--- config.mk ---
export PLATFORM = sky130hd
export DESIGN_NAME = serial_adder_flat
export DESIGN_NICKNAME = d
export VERILOG_FILES = /design/src/rtl/serial_adder_if.sv /design/src/rtl/serial_adder.sv /design/src/flat_wrapper.sv
export SDC_FILE = /design/constraint.sdc
export NUM_CORES = 1
export LEC_CHECK = 0
export ABC_AREA = 1
export CAP_MARGIN = 20
export CORE_ASPECT_RATIO = 1.25
export CORE_MARGIN = 2
export CORE_UTILIZATION = 29
export CTS_CLUSTER_DIAMETER = 200
export CTS_CLUSTER_SIZE = 14
export DETAILED_ROUTE_END_ITERATION = 7
export HOLD_SLACK_MARGIN = 0.06
export PLACE_DENSITY = 0.49
export SETUP_SLACK_MARGIN = 0.02
export SYNTH_ARGS = -nofsm -noshare
export SYNTH_HDL_FRONTEND = slang
export SYNTH_SLANG_ARGS = --single-unit
--- constraint.sdc ---
create_clock -name clk -period 1.4 [get_ports clk]
set_clock_uncertainty 0.15 [all_clocks]
set_input_delay 0.14 -clock clk [delete_from_list [all_inputs] [get_ports clk]]
set_output_delay 0.14 -clock clk [all_outputs]
set_load 0.02 [all_outputs]
--- src/rtl/serial_adder_if.sv ---
// Handshake and operand/result bundle for serial_adder.
// The master drives the request side; the slave (the adder) drives status and result.
interface serial_adder_if #(
  parameter int WIDTH = 8
);
  logic             start;
  logic             sub;
  logic [WIDTH-1:0] A;
  logic [WIDTH-1:0] B;
  logic             busy;
  logic             done;
  logic [WIDTH-1:0] S;
  logic             C;

  modport master (
    output start, sub, A, B,
    input  busy, done, S, C
  );

  modport slave (
    input  start, sub, A, B,
    output busy, done, S, C
  );
endinterface

--- src/rtl/serial_adder.sv ---
// Multi-cycle adder/subtractor: DIGIT bits per clock through a registered carry,
// WIDTH/DIGIT cycles per operation, with start/busy/done handshake.
module serial_adder #(
  parameter int WIDTH = 8,
  parameter int DIGIT = 1
) (
  input  logic           clk,
  input  logic           rst_n,
  serial_adder_if.slave  bus
);

  localparam int N     = WIDTH / DIGIT;
  localparam int CNT_W = (N > 1) ? $clog2(N) : 1;

  typedef enum logic [0:0] {
    IDLE = 1'b0,
    RUN  = 1'b1
  } state_t;

  state_t             state_r;
  state_t             state_nxt_s;
  logic [WIDTH-1:0]   a_r;
  logic [WIDTH-1:0]   b_r;
  logic [WIDTH-1:0]   res_r;
  logic [WIDTH-1:0]   s_r;
  logic               carry_r;
  logic               c_r;
  logic               busy_r;
  logic               done_r;
  logic [CNT_W-1:0]   cnt_r;

  logic [DIGIT:0]     sum_s;
  logic [WIDTH-1:0]   a_shift_s;
  logic [WIDTH-1:0]   b_shift_s;
  logic [WIDTH-1:0]   res_shift_s;
  logic               last_s;
  logic               busy_nxt_s;
  logic               done_nxt_s;

  // Digit adder and shift paths; the new sum digit enters at the top of the result register.
  always_comb begin
    sum_s       = {1'b0, a_r[DIGIT-1:0]} + {1'b0, b_r[DIGIT-1:0]} + {{DIGIT{1'b0}}, carry_r};
    a_shift_s   = a_r >> DIGIT;
    b_shift_s   = b_r >> DIGIT;
    res_shift_s = (res_r >> DIGIT) | (WIDTH'(sum_s[DIGIT-1:0]) << (WIDTH - DIGIT));
    last_s      = (cnt_r == CNT_W'(N - 1));
  end

  // State register.
  always_ff @(posedge clk or negedge rst_n) begin
    if (!rst_n) begin
      state_r <= IDLE;
    end else begin
      state_r <= state_nxt_s;
    end
  end

  // Next-state logic: start only matters in IDLE, so requests while busy are dropped.
  always_comb begin
    state_nxt_s = state_r;
    case (state_r)
      IDLE: begin
        if (bus.start) begin
          state_nxt_s = RUN;
        end else begin
          state_nxt_s = IDLE;
        end
      end
      RUN: begin
        if (last_s) begin
          state_nxt_s = IDLE;
        end else begin
          state_nxt_s = RUN;
        end
      end
      default: state_nxt_s = IDLE;
    endcase
  end

  // Output decode, registered below so busy/done are glitch-free flops.
  always_comb begin
    busy_nxt_s = (state_nxt_s == RUN);
    done_nxt_s = (state_r == RUN) && last_s;
  end

  // Status output registers.
  always_ff @(posedge clk or negedge rst_n) begin
    if (!rst_n) begin
      busy_r <= 1'b0;
      done_r <= 1'b0;
    end else begin
      busy_r <= busy_nxt_s;
      done_r <= done_nxt_s;
    end
  end

  // Operand capture, digit-serial datapath and result publication.
  always_ff @(posedge clk or negedge rst_n) begin
    if (!rst_n) begin
      a_r     <= {WIDTH{1'b0}};
      b_r     <= {WIDTH{1'b0}};
      res_r   <= {WIDTH{1'b0}};
      s_r     <= {WIDTH{1'b0}};
      carry_r <= 1'b0;
      c_r     <= 1'b0;
      cnt_r   <= {CNT_W{1'b0}};
    end else begin
      case (state_r)
        IDLE: begin
          if (bus.start) begin
            // Subtraction is A + ~B + 1: invert B and seed the carry with sub.
            a_r     <= bus.A;
            b_r     <= bus.sub ? ~bus.B : bus.B;
            carry_r <= bus.sub;
            cnt_r   <= {CNT_W{1'b0}};
            res_r   <= {WIDTH{1'b0}};
          end
        end
        RUN: begin
          a_r     <= a_shift_s;
          b_r     <= b_shift_s;
          res_r   <= res_shift_s;
          carry_r <= sum_s[DIGIT];
          cnt_r   <= cnt_r + CNT_W'(1);
          if (last_s) begin
            s_r <= res_shift_s;
            c_r <= sum_s[DIGIT];
          end
        end
        default: begin
          cnt_r <= {CNT_W{1'b0}};
        end
      endcase
    end
  end

  assign bus.busy = busy_r;
  assign bus.done = done_r;
  assign bus.S    = s_r;
  assign bus.C    = c_r;

endmodule

--- src/flat_wrapper.sv ---
// flat-port wrapper written by rule: the top's interface ports become plain ports
module serial_adder_flat 
#(
  parameter int WIDTH = 8,
  parameter int DIGIT = 1
)
  (clk, rst_n, bus_start, bus_sub, bus_A, bus_B, bus_busy, bus_done, bus_S, bus_C);
  serial_adder_if #(.WIDTH(WIDTH)) bus_i ();
  input  logic clk;
  input  logic rst_n;
  input wire logic [$bits(bus_i.start)-1:0] bus_start;
  input wire logic [$bits(bus_i.sub)-1:0] bus_sub;
  input wire logic [$bits(bus_i.A)-1:0] bus_A;
  input wire logic [$bits(bus_i.B)-1:0] bus_B;
  output wire logic [$bits(bus_i.busy)-1:0] bus_busy;
  output wire logic [$bits(bus_i.done)-1:0] bus_done;
  output wire logic [$bits(bus_i.S)-1:0] bus_S;
  output wire logic [$bits(bus_i.C)-1:0] bus_C;
  assign bus_i.start = bus_start;
  assign bus_i.sub = bus_sub;
  assign bus_i.A = bus_A;
  assign bus_i.B = bus_B;
  assign bus_busy = bus_i.busy;
  assign bus_done = bus_i.done;
  assign bus_S = bus_i.S;
  assign bus_C = bus_i.C;
  serial_adder #(.WIDTH(WIDTH), .DIGIT(DIGIT)) u_core (.clk(clk), .rst_n(rst_n), .bus(bus_i));
endmodule
* Word level (Yosys, flattened, before mapping) *
Cells that the tools add are included.

storage, ports and cells
  bits in read-only memories = 0
  latch bits = 0
  logic and storage cells = 33
  output and inout bits = 11
  bits in writable memories = 0
  memories = 0
  flip-flop bits (word level) = 39
  input port bits = 20

operators by class
  bitwise operators = 3
  $add $sub $neg = 3
  multipliers = 0
  equality and inequality tests = 2
  shift-type cells = 0
  magnitude comparators = 0
  multiplexer cells = 14
  divide/modulo/power cells = 0
  reductions and logical operators = 2

operator list
  cell                                                           count
  8-bit one-hot mux with 2 select lines                          3
  8-bit 2-to-1 mux                                               4
  8-bit NOT                                                      1
  7-bit by 8-bit bitwise OR with 8-bit output                    1
  3-bit one-hot mux with 2 select lines                          1
  1-bit one-hot mux with 2 select lines                          2
  3-bit by 1-bit adder with 3-bit output, second input constant  1
  3-bit == test, second input constant                           1
  1-bit 2-to-1 mux                                               3
  3-bit 2-to-1 mux                                               1
  1-bit by 1-bit adder with 2-bit output                         1
  2-bit by 1-bit adder with 2-bit output                         1
  2-bit != test, second input constant                           1
  2-bit AND reduction                                            1
  1-bit logical AND                                              1
  1-bit NOT                                                      1

* Longest topological paths before layout *
  depth in word-level cells = 4
  mapped depth = 6
  gate-level depth less buffers = 6

* Least setup slack after synthesis *
OpenSTA, ideal clock, no wires.

  path type = register -> register
  start point = reg u_core.cnt_r[0]
  end point = reg u_core.s_r[1] (netlist: u_core.bus.S[1])
  slack = 62 ps
  stages on the path, launching flop included = 6
  setup time = 126 ps
  arrival time = 1,061 ps
  clock period less this slack = 1,338 ps
  buffers on the path = 1
  required time = 1,124 ps
  cell sequence = dfrtp_1 ha_1 ha_1 nand2_2 buf_6 o21ai_0

between the ends
  cells in the longest elaborated chain, start to end = 2

ends and longest elaborated chain
  element                               RTL line             source
  start: declaration                    serial_adder.sv:30   logic [CNT_W-1:0] cnt_r;
  start signal: assignment              serial_adder.sv:106  cnt_r <= {CNT_W{1'b0}};
  start signal: assignment              serial_adder.sv:115  cnt_r <= {CNT_W{1'b0}};
  start signal: assignment              serial_adder.sv:124  cnt_r <= cnt_r + CNT_W'(1);
  3-bit == test                         serial_adder.sv:46   last_s = (cnt_r == CNT_W'(N - 1));
  2-bit AND reduction (no source line)  -
  end signal: assignment                serial_adder.sv:103  s_r <= {WIDTH{1'b0}};
  end signal: assignment                serial_adder.sv:126  s_r <= res_shift_s;
  end: declaration                      serial_adder.sv:25   logic [WIDTH-1:0] s_r;

Every way passes these cells.
A chain may end at the register's enable or synchronous reset.

* Worst setup path in the final report *
  start point = reg u_core.a_r[0]
  end point = reg u_core.res_r[7]

between the ends
  cells in the longest elaborated chain, start to end = 4

ends and longest elaborated chain
  element                                      RTL line             source
  start: declaration                           serial_adder.sv:22   logic [WIDTH-1:0] a_r;
  start signal: assignment                     serial_adder.sv:100  a_r <= {WIDTH{1'b0}};
  start signal: assignment                     serial_adder.sv:112  a_r <= bus.A;
  start signal: assignment                     serial_adder.sv:120  a_r <= a_shift_s;
  1-bit by 1-bit adder with 2-bit output       serial_adder.sv:42   sum_s = {1'b0, a_r[DIGIT-1:0]} + {1'b0, b_r[DIGIT-1:0]} + {{DIGIT{1'b0}}, carry_r};
  2-bit by 1-bit adder with 2-bit output       serial_adder.sv:42
  7-bit by 8-bit bitwise OR with 8-bit output  serial_adder.sv:45   res_shift_s = (res_r >> DIGIT) | (WIDTH'(sum_s[DIGIT-1:0]) << (WIDTH - DIGIT));
  net u_core.res_shift_s[7]                    serial_adder.sv:35   logic [WIDTH-1:0] res_shift_s;
  8-bit one-hot mux with 2 select lines        serial_adder.sv:108  case (state_r)
  end signal: assignment                       serial_adder.sv:102  res_r <= {WIDTH{1'b0}};
  end signal: assignment                       serial_adder.sv:116  res_r <= {WIDTH{1'b0}};
  end signal: assignment                       serial_adder.sv:122  res_r <= res_shift_s;
  end: declaration                             serial_adder.sv:24   logic [WIDTH-1:0] res_r;

The timed path passes the listed nets, and every way through them passes these cells.

==> impl_summary.md <==
Status
The flow ran to the end, and the final reports show no timing, DRC or antenna violations.

Floorplanning
From bottom edge to top edge, the die measures 89.7 µm. For this configuration, the core starts out at a cell density of 29.7%. The count of boundary I/O pins is 31. The chip width is 72.5 µm. The total area inside the core boundary comes to 5740 µm².

The die covers 6510 µm². The count of standard-cell rows is 31.

Pwr
The share of power burned in the clock network is 18.0%. For this design the total switching power over the nets is 0.00158 W. The design draws 0.00432 W. The worst IR drop on VDD is 0.580 mV. The leakage component of the power is 1.23 nW. Sequential cells burn 40.5% of the power. The power per cell area is 1870 nW/µm². The share of total power consumed by net switching is 36.7%. The combinational group share of total power is 41.4%.

The internal portion of the total power is 0.00273 W.

Critical path
The register-to-register setup slack is 0.04 ns. The signal on the critical path passes through fa_1 -> inv_2 -> o22ai_2. The worst setup path is launched from a flop. The worst path buffer plus inverter count is 1. The largest delay contributor family on the critical path is adder cells. Tracing the worst setup path back leads to its startpoint at u_core.a_r[0]. The critical path start-end classification is flop to flop. The critical path arrival is 1.42 ns. The critical path capture point type is a flop. The peak per-stage delay on the critical path is 0.56 ns. The worst register-to-register path ends at u_core.res_r[7]. Along the worst path, the maximum fanout reaches 2. The depth of the worst register-to-register path is 3. The standard cell with the maximum stage delay on the critical path is sky130_fd_sc_hd__fa_1. The worst register-to-register path begins at u_core.a_r[0].

The required time of the critical path is 1.46 ns.

Global route
The total overflow left after global routing is 0. Entering global routing, the biggest net connects 39 pins. The initial antenna violation count came to 0. The first global-routing pass estimated 5670 µm of wire. The via count of the first global-routing pass is 1214. Global routing used 11.6% of the available tracks across all layers.

STA
The count of endpoints failing setup in the final report is 0. The number of max-slew violations in the final report was 0. The final clock period utilization by the worst path is 97.3%. The worst pin sits at a relative slew slack of 82.0%. Setup repair after global routing could not meet its margin everywhere. For the final routed database, the setup TNS stands at 0 ns. The achievable frequency is 0.734 GHz. The hold violation count in the final report came to 0.

The measured slew at the worst slew-check pin is 0.270 ns. After layout, the minimum clock period comes to 1.36 ns.

Clock network
The number of CTS-inserted buffers is 5. The maximum count of clock buffers along a single path is 2. The H-tree generated during clock tree synthesis spans 2 levels.

The TritonCTS clock tree is built. The clock net in this run drives a total of 38 sinks. The tree is rooted in a sky130_fd_sc_hd__clkbuf_8. Clock-pin slew was measured on the worst setup and hold paths at 0.07 ns. The clock network latency to the later pin of the worst-skew pair is 0.29 ns.

Logic synthesis
The post-synth net total is 219. Counting distinct cell types in the post-synthesis netlist gives 18. In the synthesized netlist, the number of instances is 196. Summing the sequential cell areas from Yosys gives 55.8% of the chip area. The mean post-synth cell area is 8.69 µm². The mapped netlist covers 1700 µm². The number of warnings issued by yosys is 0.

The number of storage elements in the synthesis netlist is 38.

Finish
The number of antenna cells inserted is 0. The area growth from synthesis to layout is 35.4%. The commonest non-fill, non-tap cell in the layout is sky130_fd_sc_hd__nand2_1.

The post-route netlist has 12.2% of its cells at a drive strength greater than 1. After the last flow step, the layout net total stands at 259. In the layout the commonest cells are sky130_fd_sc_hd__nand2_1 (77), sky130_fd_sc_hd__dfrtp_1 (38), sky130_fd_sc_hd__inv_1 (25).

Routing
The total number of vias is 1308. After detailed routing, the number of vias per cell comes to 4.32. The total iterations of the first detailed-routing run is 4.

The detailed router finished its first iteration with 54 violations. Once detail routing completed, the nets flagged for antenna violations numbered 0. The final layout contains routed wiring with a total length of 3510 µm. For this run, design rule violations remaining after detail routing come to 0. Dividing the detail-routed wire length by the instance count gives 11.6 µm.

Place
The global placement routability congestion is 0.742. The quantity of I/O buffers inserted on ports is 30. Summed over all nets, the half-perimeter wirelength after detailed placement is 2220 µm.

Hold path
The classification of the worst-slack hold path is input port to async pin.

Run
The max-capacitance violation count is 0.
worst min-delay path, stage by stage:
cell,delay (ns)
sky130_fd_sc_hd__dlygate4sd3_1,0.52
sky130_fd_sc_hd__buf_2,0.12
sky130_fd_sc_hd__buf_12,0.22
power by group through the flow:
stage / Combinational (W) / Sequential, W / Clock (W)
3_3_place_gp: 0.00165 / 0.00176 / 0
3_5_place_dp: 0.00166 / 0.00177 / 0
4_1_cts: 0.00158 / 0.00175 / 0.000800
2_1_floorplan: 0.000917 / 0.00189 / 0
6_report: 0.00179 / 0.00175 / 0.000779
5_1_grt: 0.00202 / 0.00180 / 0.000858
area by class of cell:
type	count	area, µm²
inverters	27	101
clock buffers	7	86.3
repair buffers	40	445
clock inverters	1	5.00
well taps	66	82.6
multi-input cells	124	634
flip-flops and latches	38	951
fillers	601	3430
logic make-up (layout without fill, tap and decap cells):
logic type                 Yosys count  count (layout)  synth area share (%)
AOI/OAI and AO/OA                   23              23                  7.27
buffers and inverters               34              75                  9.62
and+or+nand+nor                     98              98                  24.6
adders and majority gates            3               3                  2.64
DFF                                 38              38                  55.8
per-layer routing:
layer,up-vias,share of wire (%),global-route usage (%)
met5,-,0,0
met4,0,1.7,5.05
met3,6,4.7,3.46
met2,28,49,20.1
met1,585,45,13.3
li1,689,-,-
state kept, by name (all words and copies together), names as in the netlist:
register and count:
u_core.a_r 8, u_core.b_r 8, u_core.bus.C 1, u_core.bus.S 8, u_core.bus.done 1, u_core.carry_r 1, u_core.cnt_r 3, u_core.res_r 7
u_core.state_r 1
through the flow:
step	utilization [%]	hold WS [ns]	setup WS, ns	instance area, µm²	cells
finish	40.2	0.196	0.0380	2310	303
global route	40.2	0.219	-0.0175	2310	303
CTS	38.2	0.203	0.0228	2190	299
detailed placement	36.7	-0.0274	-0.0267	2110	290
global placement	36.7	-0.0214	-0.0105	2110	290
floorplan	-	-0.306	0.0624	1700	196
what timing repair did:
action                                  4_1_cts  5_1_grt
setup buffers                                 0        2
gates resized for setup                      11       15
endpoints found under the hold margin        38        0
gates cloned                                  0        2
endpoints found under the setup margin       11       25
pin swaps                                     0        4
hold buffers                                  1        0
worst max-delay path by stage:
stage,endpoint,slack [ns],cells past startpoint
after detailed placement,u_core.b_r[2],-0.03,5
final,u_core.res_r[7],0.04,3
after global placement,u_core.b_r[6],-0.01,5
after CTS,u_core.res_r[7],0.02,3
after floorplan,u_core.bus.S[1],0.06,5
after global routing,u_core.res_r[7],-0.02,3
cells in the mapped netlist (all sizes together):
cell type / count / share of area [%]
fa: 1 / 1.2
o21ai: 9 / 2.6
inv: 27 / 6.0
o22ai: 7 / 2.6
nor2: 3 / 1.6
nand2: 79 / 18
dfrtp: 38 / 56
ha: 2 / 1.5
buf: 7 / 3.7
nand3: 16 / 5.3
a21oi: 7 / 2.1
Note: power is estimated with default switching activity, not from simulation.
